### config.mk
export PLATFORM = sky130hd
export DESIGN_NAME = ifu_fetch
export DESIGN_NICKNAME = d
export VERILOG_FILES = /design/src/rtl/ifu_fetch.sv
export SDC_FILE = /design/constraint.sdc
export NUM_CORES = 1
export LEC_CHECK = 0
export CORE_MARGIN = 1.5
export CORE_UTILIZATION = 49
export DETAILED_ROUTE_END_ITERATION = 16
export PLACE_DENSITY = 0.95
export SYNTH_ARGS = -nofsm -noshare
export SYNTH_HDL_FRONTEND = slang
export SYNTH_SLANG_ARGS = --single-unit
### constraint.sdc
create_clock -name clk -period 7 [get_ports clk]
set_input_delay 1.4 -clock clk [delete_from_list [all_inputs] [get_ports clk]]
set_output_delay 1.4 -clock clk [all_outputs]
set_load 0.03 [all_outputs]
### src/rtl/ifu_fetch.sv
// rtl/ifu_fetch.sv - instruction fetch unit: PC, imem handshake, instruction register, next-PC select
module ifu_fetch #(
  parameter logic [31:0] RESET_PC = 32'h0000_3000,
  parameter int          CNT_W    = 32
) (
  input  logic             clk,
  input  logic             rst_n,
  output logic             imem_req,
  output logic [31:0]      imem_addr,
  input  logic             imem_ack,
  input  logic [31:0]      imem_rdata,
  input  logic             stall,
  input  logic             retire,
  input  logic [1:0]       npc_op,
  input  logic             br_taken,
  input  logic [31:0]      imm32,
  input  logic [31:0]      jr_target,
  output logic             instr_valid,
  output logic [31:0]      instr,
  output logic [31:0]      pc,
  output logic [5:0]       opcode,
  output logic [4:0]       rs,
  output logic [4:0]       rt,
  output logic [4:0]       rd,
  output logic [4:0]       shamt,
  output logic [5:0]       funct,
  output logic [15:0]      imm16,
  output logic [CNT_W-1:0] instr_cnt
);

  typedef enum logic [1:0] {
    IDLE  = 2'd0,
    FETCH = 2'd1,
    EXEC  = 2'd2
  } state_t;

  state_t      state, state_nxt;
  logic        do_load, do_retire;
  logic [31:0] pc4, npc;

  always_ff @(posedge clk or negedge rst_n) begin
    if (!rst_n) begin
      state <= IDLE;
    end else begin
      state <= state_nxt;
    end
  end

  always_comb begin
    state_nxt = state;
    imem_req  = 1'b0;
    do_load   = 1'b0;
    do_retire = 1'b0;
    case (state)
      IDLE: state_nxt = FETCH;
      FETCH: begin
        imem_req = 1'b1;
        if (imem_ack) begin
          do_load   = 1'b1;
          state_nxt = EXEC;
        end
      end
      EXEC: begin
        if (retire && !stall) begin
          do_retire = 1'b1;
          state_nxt = FETCH;
        end
      end
      default: state_nxt = IDLE;
    endcase
  end

  // Branch offset is a word offset; jump keeps the upper nibble of pc+4.
  always_comb begin
    pc4 = pc + 32'd4;
    npc = pc4;
    case (npc_op)
      2'b00: npc = pc4;
      2'b01: npc = br_taken ? (pc4 + {imm32[29:0], 2'b00}) : pc4;
      2'b10: npc = {pc4[31:28], instr[25:0], 2'b00};
      2'b11: npc = {jr_target[31:2], 2'b00};
      default: npc = pc4;
    endcase
  end

  always_ff @(posedge clk or negedge rst_n) begin
    if (!rst_n) begin
      pc          <= RESET_PC;
      instr       <= 32'd0;
      instr_valid <= 1'b0;
      instr_cnt   <= '0;
    end else if (do_load) begin
      instr       <= imem_rdata;
      instr_valid <= 1'b1;
    end else if (do_retire) begin
      pc          <= npc;
      instr_cnt   <= instr_cnt + 1'b1;
      instr_valid <= 1'b0;
    end
  end

  assign imem_addr = pc;
  assign opcode    = instr[31:26];
  assign rs        = instr[25:21];
  assign rt        = instr[20:16];
  assign rd        = instr[15:11];
  assign shamt     = instr[10:6];
  assign funct     = instr[5:0];
  assign imm16     = instr[15:0];

endmodule

==> results of run 1 <==
==> synthesized netlist by cell type, types with 4 or more instances <==
cell      instances
mux2_2           38
nand4_1           8
xnor2_1          49
a211oi_1          5
a21oi_1          40
dfrtp_1          95
ha_1             36
a21o_1           14
mux2i_1          14
o211ai_1          5
or3_1             4
o21a_1            7
nand2_1          71
o221ai_1          6
nand3_1          42
a31oi_1           7
nand2b_1          6
nor3_1           16
buf_4            82
o22ai_1           4
and3_1           20
nor2_1           64
inv_1            13
o31ai_1          10
o21ai_0          37
clkbuf_8          5
clkbuf_1         17
nor2b_1           8
xor2_1           21
a221oi_1          6
nor4_1            4
==> flip-flops by register name (all words and copies together), names as in the netlist <==
name	flops
imem_addr	30
instr	32
instr_cnt	32
instr_valid	1
state	2
==> per-layer routing <==
layer	routed length [µm]	vias to the layer above	share of wire, %	track usage, %
li1	-	3296	-	-
met1	9730	3439	40	38.0
met2	11800	445	49	49.2
met3	2040	62	8.4	6.16
met4	742	0	3.0	11.4
met5	0	-	0	0
==> power by group through the flow <==
stage	registers, µW	clock network [µW]	logic (µW)
final	1080	520	3070
after global routing	1120	549	3240
after CTS	1080	526	3060
after detailed placement	1080	0	3040
after global placement	1070	0	2980
after floorplan	1350	0	1860
==> cell type report <==
class / instances / area [µm²] / area share [%]
Timing Repair Buffer: 279 / 2770 / 27.4
Multi-Input combinational cell: 617 / 4310 / 42.7
Sequential cell: 97 / 2430 / 24.1
Inverter: 14 / 52.6 / 0.520
Tap cell: 188 / 235 / 2.33
Clock buffer: 9 / 225 / 2.23
Clock inverter: 7 / 78.8 / 0.780
==> worst register-to-register path, cell delays in order (launching register included) <==
cell and delay [ns]:
dfrtp_1 0.54, ha_1 0.29, nand4_2 0.19, or3_4 0.49
nor2_1 0.21, nand2_1 0.10, xnor2_1 0.41, ha_1 0.35
a21oi_1 0.26, nor2b_1 0.08, o21a_1 0.19, nor4_1 0.22
o41ai_1 0.19, o41a_1 0.44, nand3_1 0.08, o221ai_1 0.11
==> through the flow <==
stage / power [µW] / std cells / setup WS (ns) / util, % / area (µm²)
after floorplan: 3210 / 839 / 3.15 / - / 7580
after global placement: 4050 / 1195 / 2.41 / 64.7 / 9800
after detailed placement: 4120 / 1195 / 2.40 / 64.7 / 9800
after CTS: 4660 / 1211 / 2.76 / 66.7 / 10100
after global routing: 4910 / 1211 / 2.38 / 66.7 / 10100
final: 4680 / 1211 / 2.65 / 66.7 / 10100
==> final timing paths <==
| check | start | endpoint | slack (ns) | depth (start not counted) |
|---|---|---|---|---|
| max | imm32[0] | imem_addr[26] | 2.65 | 12 |
| min | instr_cnt[31] | instr_cnt[31] | 0.48 | 1 |
| max reg2reg | imem_addr[2] | imem_addr[31] | 2.68 | 15 |
| min reg2reg | instr_cnt[31] | instr_cnt[31] | 0.48 | 1 |
| max in group asynchronous | rst_n | instr[13] | 4.77 | 2 |
| min in group asynchronous | rst_n | imem_addr[28] | 0.88 | 1 |
==> kinds of logic after synthesis <==
logic type | count (synthesis) | share of synthesized area [%]
xor+xnor | 70 | 8.10
compound gates | 177 | 15.8
buf+inv | 125 | 11.2
fa+ha+maj | 37 | 6.22
flops | 97 | 32.1
simple gates | 275 | 18.5
mux | 54 | 7.96
other cells | 1 | 0.0496
==> reports/results.tsv, run 1 <==
stage	metric	value	unit
status	status	finished clean	
power_and_ir_drop	Flop pwr share	23.2	%
floorplan	io pins	282	
floorplan	Rows	45	
critical_path	Buf/Inv on CP	2	
timing	RSZ-0062 raised after global routing	false	
floorplan	die span in y	127	µm
final_layout	most common cell after layout, fill and taps aside	clkdlybuf4s50_1	
timing	hold slack	0.483	ns
critical_path	Startpoint Class	input port	
route	routed wire length	24300	µm
synth	syn_area_per_cell	9.05	µm²
synth	Post-synth EDFFs	0	
synth	cell taking the most area after synthesis	dfrtp_1	
timing	Max Clk Rate	230	MHz
power_and_ir_drop	P_int	2330	µW
power_and_ir_drop	Max VDD drop	0.000380	V
final_layout	Filler Cells Inserted	1144	
grt	Overflow after GRT	0	
final_layout	most frequent cells in the layout	clkdlybuf4s50_1, dfrtp_1, nand2_1, nor2_1, xnor2_1	
critical_path	most frequent CP cell	o211ai_1	
synth	synthesized instance count	836	
timing	final hold vios	0	
route	# DRC	0	
critical_path	CP Cell Sequence	clkdlybuf4s50_1 -> ha_1 -> inv_1 -> fa_1 -> nand2b_1 -> a21oi_1 -> o211ai_1 -> a211oi_2 -> o211ai_1 -> and3_1 -> o21ai_0 -> a31oi_1	
clock_network	Post CTS Setup Buffer Count	0	
synth	post-synthesis cell type count	87	
power_and_ir_drop	Pwr Density	463	nW/µm²
power_and_ir_drop	Sw Share	50.2	%
critical_path	endpoint class of the critical path	flip-flop	
grt	initial antenna violation count	0	
power_and_ir_drop	sw power	2350	µW
job	total of max-cap violations	0	
clock_network	clock transition at the registers of the reported paths	0.08	ns
clock_network	post_cts resized	0	
clock_network	hold-fix buffers at CTS	0	
route	DRT iter0 DRCs	654	
timing	crit share post-route	62.1	%
clock_network	Root Driver	clkbuf_16	
worst_hold_path	worst min-delay path category	flip-flop to flip-flop	
synth	top-area cell type share of the netlist area	31.4	%
route	vias	7242	
clock_network	Inserted Clock Buffers	9	
critical_path	crit-path max FO	5	
placed_design	DP Wirelength	18200	µm
final_layout	final net count	1159	
power_and_ir_drop	Gate power share	65.7	%
synth	register area share after synthesis	32.1	%
synth	Synth Warn #	0	
grt	largest net degree at the start of global routing	83	
critical_path	CP Data Required Time	7.20	ns
critical_path	highest-delay cell along the critical path	a211oi_2	
final_layout	number of diodes	0	
timing	final-report setup violation count	0	
placed_design	gp weighted congestion	0.943	
grt	Tot GR Track Use	29.6	%
synth	Syn Std Cell Area	7560	µm²
placed_design	IO Port Bufs	273	
floorplan	Core ar.	15100	µm²
clock_network	maximum clock insertion buffer count	2	
clock_network	clock sinks	97	
grt	first-pass GRT wire length	37300	µm
final_layout	Layout area overhead	33.5	%
clock_network	Worst-Skew Late Latency	0.36	ns
clock_network	CTS HTree Levels	3	
power_and_ir_drop	Clk network pwr share	11.1	%
floorplan	die area	16200	µm²
timing	relative slew slack	27.5	%
floorplan	Die W	127	µm
route	Routed WL per cell	20.1	µm
timing	setup TNS	0	ns
critical_path	CP delay by family, top	compound AO/OA/AOI/OAI gates	
timing	post-route minimum period	4.35	ns
route	Via density	5.98	
critical_path	CP peak stage delay	0.50	ns
timing	Setup Skew	0.00806	ns
route	ANT nets after route	0	
critical_path	CP arrival	4.55	ns
synth	ys async rst share	100	%
floorplan	Starting Density	49.9	%
power_and_ir_drop	leak pwr	0.00430	µW
synth	Yosys reg bits	97	
route	TritonRoute pass-1 iters	5	
timing	slew at the pin closest to its max-slew limit	1.09	ns
synth	top cells by area, synth	dfrtp_1, buf_4, ha_1, xnor2_1, mux2_2	
synth	Synth Flop Type	dfrtp_1	
grt	vias in the first global route	6860	
clock_network	CTS tree	built	
timing	pins over their slew limit	0	
final_layout	layout cell share with drive strength beyond 1	8.80	%
critical_path	kind of critical path	input port to flip-flop	
(Power assumes the default switching activity.)
==> run 2, diff against run 1 <==
--- a/config.mk
+++ b/config.mk
@@ -6,9 +6,9 @@
 export NUM_CORES = 1
 export LEC_CHECK = 0
 export CORE_MARGIN = 1.5
-export CORE_UTILIZATION = 49
+export CORE_UTILIZATION = 41
 export DETAILED_ROUTE_END_ITERATION = 16
-export PLACE_DENSITY = 0.95
+export PLACE_DENSITY = 0.88
 export SYNTH_ARGS = -nofsm -noshare
 export SYNTH_HDL_FRONTEND = slang
 export SYNTH_SLANG_ARGS = --single-unit
==> constraint.sdc (replaced) <==
create_clock -name clk -period 3.8 [get_ports clk]
set_input_delay 0.76 -clock clk [delete_from_list [all_inputs] [get_ports clk]]
set_output_delay 0.76 -clock clk [all_outputs]
set_load 0.03 [all_outputs]
==> run 2 against run 1 <==
Effect of this change: sequential share of layout area down 1.6 points; flip-flop and latch count unchanged; first-iteration DRC count up 13%; clock skew up 0.0019 ns; register-to-register slack worse by 2.6 ns; routed wire length up 6.7%; count of clock-buffer cells in the layout unchanged; highest routed layer unchanged.
==> reports/results.tsv, run 2 (synthesis results as in run 1) <==
stage	metric	value	unit	change
status	status	finished clean		unchanged
critical_path	crit-path max FO	6		was 5
grt	initial antenna violation count	2		was 0
worst_hold_path	Worst Hold Launch	instr_cnt[31]		unchanged
critical_path	endpoint class of the critical path	flip-flop		unchanged
critical_path	kind of critical path	flip-flop to flip-flop		was input port to flip-flop
worst_hold_path	Worst Hold Endpoint	instr_cnt[31]		unchanged
route	vias	7528		was 7,242
clock_network	CTS HTree Levels	3		unchanged
final_layout	layout cell share with drive strength beyond 1	16.9	%	was 8.80%
job	total of max-cap violations	0		unchanged
critical_path	CP delay by family, top	compound AO/OA/AOI/OAI gates		unchanged
clock_network	maximum clock insertion buffer count	2		unchanged
timing	crit share post-route	97.5	%	
clock_network	CTS tree	built		unchanged
timing	final hold vios	0		unchanged
grt	Tot GR Track Use	25.7	%	was 29.6%
timing	Setup Skew	0.00996	ns	was 0.00806 ns
grt	largest net degree at the start of global routing	83		unchanged
grt	first-pass GRT wire length	39300	µm	was 37,300 µm
timing	hold slack	0.475	ns	was 0.483 ns
placed_design	DP Wirelength	19500	µm	was 18,200 µm
critical_path	CP Cell Sequence	ha_1 -> nand4_4 -> or3_4 -> xnor2_2 -> ha_1 -> a21o_1 -> nand2b_4 -> a221oi_4 -> a211oi_2 -> buf_4 -> o41ai_2 -> xnor2_1 -> o221ai_1 -> o21ai_1		was clkdlybuf4s50_1 -> ha_1 -> inv_1 -> fa_1 -> nand2b_1 -> a21oi_1 -> o211ai_1 -> a211oi_2 -> o211ai_1 -> and3_1 -> o21ai_0 -> a31oi_1
route	# DRC	0		unchanged
critical_path	Buf/Inv on CP	1		was 2
route	routed wire length	26000	µm	was 24,300 µm
timing	RSZ-0062 raised after global routing	true		was false
placed_design	gp weighted congestion	0.943		about the same
critical_path	worst r2r src	imem_addr[2]		unchanged
floorplan	Die W	139	µm	was 127 µm
timing	final-report setup violation count	0		unchanged
power_and_ir_drop	Pwr Density	843	nW/µm²	was 463 nW/µm²
critical_path	Reg2Reg Capture Point	imem_addr[24]		was imem_addr[31]
critical_path	highest-delay cell along the critical path	or3_4		was a211oi_2
timing	setup ws final	0.0934	ns	was 2.65 ns
power_and_ir_drop	Power Total	9130	µW	was 4680 µW
timing	Max Clk Rate	270	MHz	
grt	vias in the first global route	7328		was 6,860
timing	relative slew slack	26.0	%	was 27.5%
critical_path	CP Data Required Time	4.09	ns	was 7.20 ns
clock_network	clock sinks	97		unchanged
floorplan	io pins	282		unchanged
final_layout	final net count	1223		was 1,159
final_layout	Post-Layout Cell Count	1317		was 1,211
power_and_ir_drop	Max VDD drop	0.000624	V	was 0.000380 V
worst_hold_path	Hold Crit Depth	1		unchanged
route	DRT iter0 DRCs	740		was 654
critical_path	most frequent CP cell	ha_1		was o211ai_1
critical_path	reg2reg path depth	14		was 15
clock_network	clock transition at the registers of the reported paths	0.08	ns	about the same
worst_hold_path	worst min-delay path category	flip-flop to flip-flop		unchanged
placed_design	post-place setup slack	0.0532	ns	was 2.40 ns
final_layout	most frequent cells in the layout	clkdlybuf4s50_1, dfrtp_1, nand2_1, buf_4, nor2_1		was clkdlybuf4s50_1, dfrtp_1, nand2_1, nor2_1, xnor2_1
critical_path	CP peak stage delay	0.45	ns	was 0.50 ns
timing	setup TNS	0	ns	unchanged
final_layout	Layout area overhead	43.3	%	was 33.5%
timing	slew at the pin closest to its max-slew limit	1.11	ns	was 1.09 ns
timing	pins over their slew limit	0		unchanged
power_and_ir_drop	leak pwr	0.00469	µW	was 0.00430 µW
floorplan	Rows	49		was 45
grt	Overflow after GRT	0		unchanged
placed_design	IO Port Bufs	273		unchanged
floorplan	die span in y	139	µm	was 127 µm
clock_network	Worst-Skew Late Latency	0.36	ns	about the same
placed_design	dpl cells	1295		was 1,195
clock_network	Inserted Clock Buffers	9		unchanged
floorplan	Core ar.	18000	µm²	was 15,100 µm²
critical_path	Worst R2R Setup Slack	0.09	ns	was 2.68 ns
timing	post-route minimum period	3.71	ns	
route	ANT nets after route	0		unchanged
route	Via density	5.72		was 5.98
route	TritonRoute pass-1 iters	5		unchanged
final_layout	most common cell after layout, fill and taps aside	clkdlybuf4s50_1		unchanged
floorplan	Starting Density	42.0	%	was 49.9%
critical_path	CP arrival	3.99	ns	was 4.55 ns
floorplan	die area	19300	µm²	was 16,200 µm²
route	Routed WL per cell	19.7	µm	was 20.1 µm
critical_path	Startpoint Class	flip-flop		was input port
critical_path	WP depth	14		was 12
clock_network	Root Driver	clkbuf_16		unchanged
clock_network	hold-fix buffers at CTS	0		unchanged
-- run 2: changes by cell type in the layout (fill, tap and decap cells not counted), moves of 4 or more --
cell     change
xnor2_1      -7
dfrtp_2      +4
nor3_1       -4
dfrtp_1      -4
xnor2_2      +7
buf_4       +64
-- run 2: final cells by class --
class	instances	area [µm²]
Sequential cell	97	2430
Fill cell	1471	7190
Inverter	14	52.6
Multi-Input combinational cell	617	4510
Timing Repair Buffer	343	3250
Clock buffer	9	225
Clock inverter	7	78.8
Antenna cell	1	2.50
Tap cell	229	287
-- run 2: worst max-delay path by stage --
stage / from / to / slack (ns)
4_1_cts: imem_addr[7] / imem_addr[28] / 0.009
2_1_floorplan: imem_addr[2] / imem_addr[30] / 0.06
6_report: imem_addr[2] / imem_addr[24] / 0.09
5_1_grt: imem_addr[6] / imem_addr[28] / -0.08
3_5_place_dp: imem_addr[7] / imem_addr[28] / 0.05
3_3_place_gp: imem_addr[7] / imem_addr[30] / 0.11
-- run 2: power by group --
group	switching, µW	total, µW	internal, µW	leakage [µW]
sequential	491	1890	1400	0.00121
combinational	3530	6300	2770	0.00333
clock	474	942	468	0.000148
-- run 2: per-layer routing --
metal	wire (µm)	up-vias	GRT usage (%)
met2	12500	395	42.4
met5	0	-	0
li1	-	3412	-
met4	765	0	11.0
met3	2190	58	3.94
met1	10500	3663	33.5
-- run 2: worst register-to-register path, stage by stage, from the launching register on --
cell	delay, ns
dfrtp_1	0.39
ha_1	0.24
nand4_4	0.14
or3_4	0.45
xnor2_2	0.15
ha_1	0.35
a21o_1	0.19
nand2b_4	0.18
a221oi_4	0.34
a211oi_2	0.13
buf_4	0.19
o41ai_2	0.33
xnor2_1	0.20
o221ai_1	0.19
o21ai_1	0.15
-- run 2: repair_timing --
action                     in CTS  in global routing
buffers inserted                0                  5
gates resized for setup         0                 36
setup endpoints to repair       0                 13
-- run 2: metrics by stage --
step	area [µm²]	utilization (%)
final	10800	60.1
after global routing	10800	60.1
after CTS	10600	58.8
after detailed placement	10300	57.1
after global placement	10300	57.1
after floorplan	7580	-
==> run 3, diff against run 2 <==
--- a/config.mk
+++ b/config.mk
@@ -6,9 +6,9 @@
 export NUM_CORES = 1
 export LEC_CHECK = 0
 export CORE_MARGIN = 1.5
-export CORE_UTILIZATION = 41
+export CORE_UTILIZATION = 30
 export DETAILED_ROUTE_END_ITERATION = 16
-export PLACE_DENSITY = 0.88
+export PLACE_DENSITY = 0.7
 export SYNTH_ARGS = -nofsm -noshare
 export SYNTH_HDL_FRONTEND = slang
 export SYNTH_SLANG_ARGS = --single-unit
==> run 3 against run 2 <==
Effect of this change: routed wire length increased by 1.1%; final area up 1.3%; sequential power hardly changed; clock skew hardly changed; die area rose by 36%; count of clock-buffer cells in the layout unchanged; global-route usage decreased by 6.1 points; via count decreased by 3.2%; flip-flop and latch count unchanged; largest cell class unchanged.
==> reports/results.tsv, run 3 (synthesis results as in run 1) <==
stage	metric	value	unit	change
status	status	finished clean		unchanged
placed_design	DP Wirelength	20400	µm	was 19,500 µm
grt	first-pass GRT wire length	39500	µm	was 39,300 µm
timing	pins over their slew limit	0		unchanged
clock_network	Inserted Clock Buffers	9		unchanged
grt	Overflow after GRT	0		unchanged
floorplan	Starting Density	30.8	%	was 42.0%
placed_design	IO Port Bufs	273		unchanged
timing	setup ws final	0.154	ns	was 0.0934 ns
clock_network	CTS HTree Levels	3		unchanged
critical_path	kind of critical path	flip-flop to flip-flop		unchanged
route	ANT nets after route	0		unchanged
route	Post-Route M1 WL	11300	µm	was 10,500 µm
route	Via density	5.13		was 5.72
clock_network	maximum clock insertion buffer count	2		unchanged
power_and_ir_drop	Max VDD drop	0.000552	V	was 0.000624 V
timing	post-route minimum period	3.65	ns	was 3.71 ns
power_and_ir_drop	P_int	4640	µW	about the same
critical_path	CP Cell Sequence	ha_2 -> nand4_4 -> or3_4 -> nor2_2 -> nand2_1 -> xnor2_2 -> buf_4 -> ha_1 -> nand2_1 -> o21ai_0 -> a21o_1 -> a21oi_1 -> o21ai_0 -> o32ai_1 -> mux2_1 -> nor2_1		was ha_1 -> nand4_4 -> or3_4 -> xnor2_2 -> ha_1 -> a21o_1 -> nand2b_4 -> a221oi_4 -> a211oi_2 -> buf_4 -> o41ai_2 -> xnor2_1 -> o221ai_1 -> o21ai_1
worst_hold_path	worst min-delay path category	flip-flop to flip-flop		unchanged
critical_path	CP peak stage delay	0.40	ns	was 0.45 ns
job	total of max-cap violations	0		unchanged
critical_path	CP arrival	3.94	ns	was 3.99 ns
critical_path	Buf/Inv on CP	1		unchanged
critical_path	endpoint class of the critical path	flip-flop		unchanged
route	# DRC	0		unchanged
power_and_ir_drop	Flop pwr share	20.5	%	was 20.7%
clock_network	Root Driver	clkbuf_16		unchanged
clock_network	clock sinks	97		unchanged
power_and_ir_drop	Power Total	9120	µW	was 9130 µW
timing	final hold vios	0		unchanged
timing	setup TNS	0	ns	unchanged
critical_path	Startpoint Class	flip-flop		unchanged
timing	relative slew slack	28.6	%	was 26.0%
timing	slew at the pin closest to its max-slew limit	1.07	ns	was 1.11 ns
timing	Setup Skew	0.0100	ns	was 0.00996 ns
route	WL met3	1740	µm	was 2190 µm
floorplan	die area	26200	µm²	was 19,300 µm²
final_layout	final instance area	11000	µm²	was 10,800 µm²
grt	largest net degree at the start of global routing	78		was 83
floorplan	Core ar.	24500	µm²	was 18,000 µm²
route	highest layer used for signal routing	met4		unchanged
floorplan	io pins	282		unchanged
critical_path	CP Data Required Time	4.09	ns	about the same
final_layout	Layout area overhead	45.1	%	was 43.3%
floorplan	die span in y	162	µm	was 139 µm
route	met2 wire length	12500	µm	unchanged
final_layout	most frequent cells in the layout	clkdlybuf4s50_1, dfrtp_1, buf_4, nand2_1, nor2_1		was clkdlybuf4s50_1, dfrtp_1, nand2_1, buf_4, nor2_1
clock_network	Worst-Skew Late Latency	0.36	ns	about the same
route	TritonRoute pass-1 iters	5		unchanged
final_layout	final net count	1228		was 1,223
timing	crit share post-route	96.0	%	was 97.5%
final_layout	layout cell share with drive strength beyond 1	16.8	%	was 16.9%
final_layout	fin util	44.7	%	was 60.1%
power_and_ir_drop	Gate power share	69.1	%	was 69.0%
clock_network	CTS tree	built		unchanged
floorplan	Die W	162	µm	was 139 µm
grt	vias in the first global route	7093		was 7,328
critical_path	crit-path max FO	5		was 6
placed_design	gp weighted congestion	0.929		was 0.943
route	routed wire length	26300	µm	was 26,000 µm
clock_network	clock transition at the registers of the reported paths	0.08	ns	about the same
critical_path	CP delay by family, top	simple AND/OR/NAND/NOR gates		was compound AO/OA/AOI/OAI gates
placed_design	Cell Area, Placed	10500	µm²	was 10,300 µm²
power_and_ir_drop	leak pwr	0.00469	µW	about the same
route	DRT iter0 DRCs	515		was 740
route	Routed WL per cell	18.5	µm	was 19.7 µm
grt	Tot GR Track Use	19.6	%	was 25.7%
timing	Max Clk Rate	274	MHz	was 270 MHz
floorplan	Rows	57		was 49
timing	final-report setup violation count	0		unchanged
power_and_ir_drop	Sw Share	49.1	%	was 49.2%
power_and_ir_drop	Pwr Density	831	nW/µm²	was 843 nW/µm²
power_and_ir_drop	sw power	4470	µW	was 4490 µW
route	vias	7289		was 7,528
final_layout	most common cell after layout, fill and taps aside	clkdlybuf4s50_1		unchanged
grt	initial antenna violation count	5		was 2
power_and_ir_drop	Clk network pwr share	10.4	%	was 10.3%
placed_design	post-place setup slack	-0.0360	ns	was 0.0532 ns
critical_path	highest-delay cell along the critical path	dfrtp_1		was or3_4
## run 3: cell count changes in the layout (fill, tap and decap cells not counted), sizes merged
cell	delta
diode	+3
buf	+5
## run 3: path summary, 6_finish.rpt
kind	start	to	slack, ns	cells past startpoint
min in group asynchronous	rst_n	imem_addr[28]	0.59	1
max in group asynchronous	rst_n	instr[28]	2.29	2
worst max register to register	imem_addr[2]	imem_addr[29]	0.15	16
worst min register to register	instr_cnt[31]	instr_cnt[31]	0.48	1
worst max-delay path	imem_addr[2]	imem_addr[29]	0.15	16
worst min-delay path	instr_cnt[31]	instr_cnt[31]	0.48	1
## run 3: repair_timing
action                                  CTS  global route
cloned                                    0             0
buffers inserted                          0             4
hold buffers                              0             0
pin swaps                                 0             7
gates resized for setup                   1            29
endpoints found under the setup margin    2            13
hold endpoints to repair                  0             0
## run 3: per-layer routing
| metal | vias up | track usage, % |
|---|---|---|
| met3 | 45 | 3.47 |
| met2 | 321 | 32.5 |
| li1 | 3429 | - |
| met5 | - | 0 |
| met1 | 3494 | 25.4 |
| met4 | 0 | 7.26 |
## run 3: power by group through the flow
stage	logic (µW)	registers, µW	clock network (µW)
after detailed placement	6110	1870	0
after floorplan	3420	2490	0
after CTS	6140	1860	964
after global routing	6650	1920	1010
final	6300	1870	949
after global placement	6040	1860	0
## run 3: metrics by stage
step	hold slack, ns	std cells
finish	0.485	1420
global route	0.509	1419
CTS	0.488	1412
detailed placement	0.472	1396
global placement	0.458	1396
floorplan	0.464	839
## run 3: layout make-up
cell class	count	area, µm²
Clock buffer	9	225
Inverter	14	52.6
Tap cell	324	405
Fill cell	2407	13600
Timing Repair Buffer	348	3290
Multi-Input combinational cell	617	4480
Antenna cell	4	10.0
Sequential cell	97	2430
Clock inverter	7	78.8
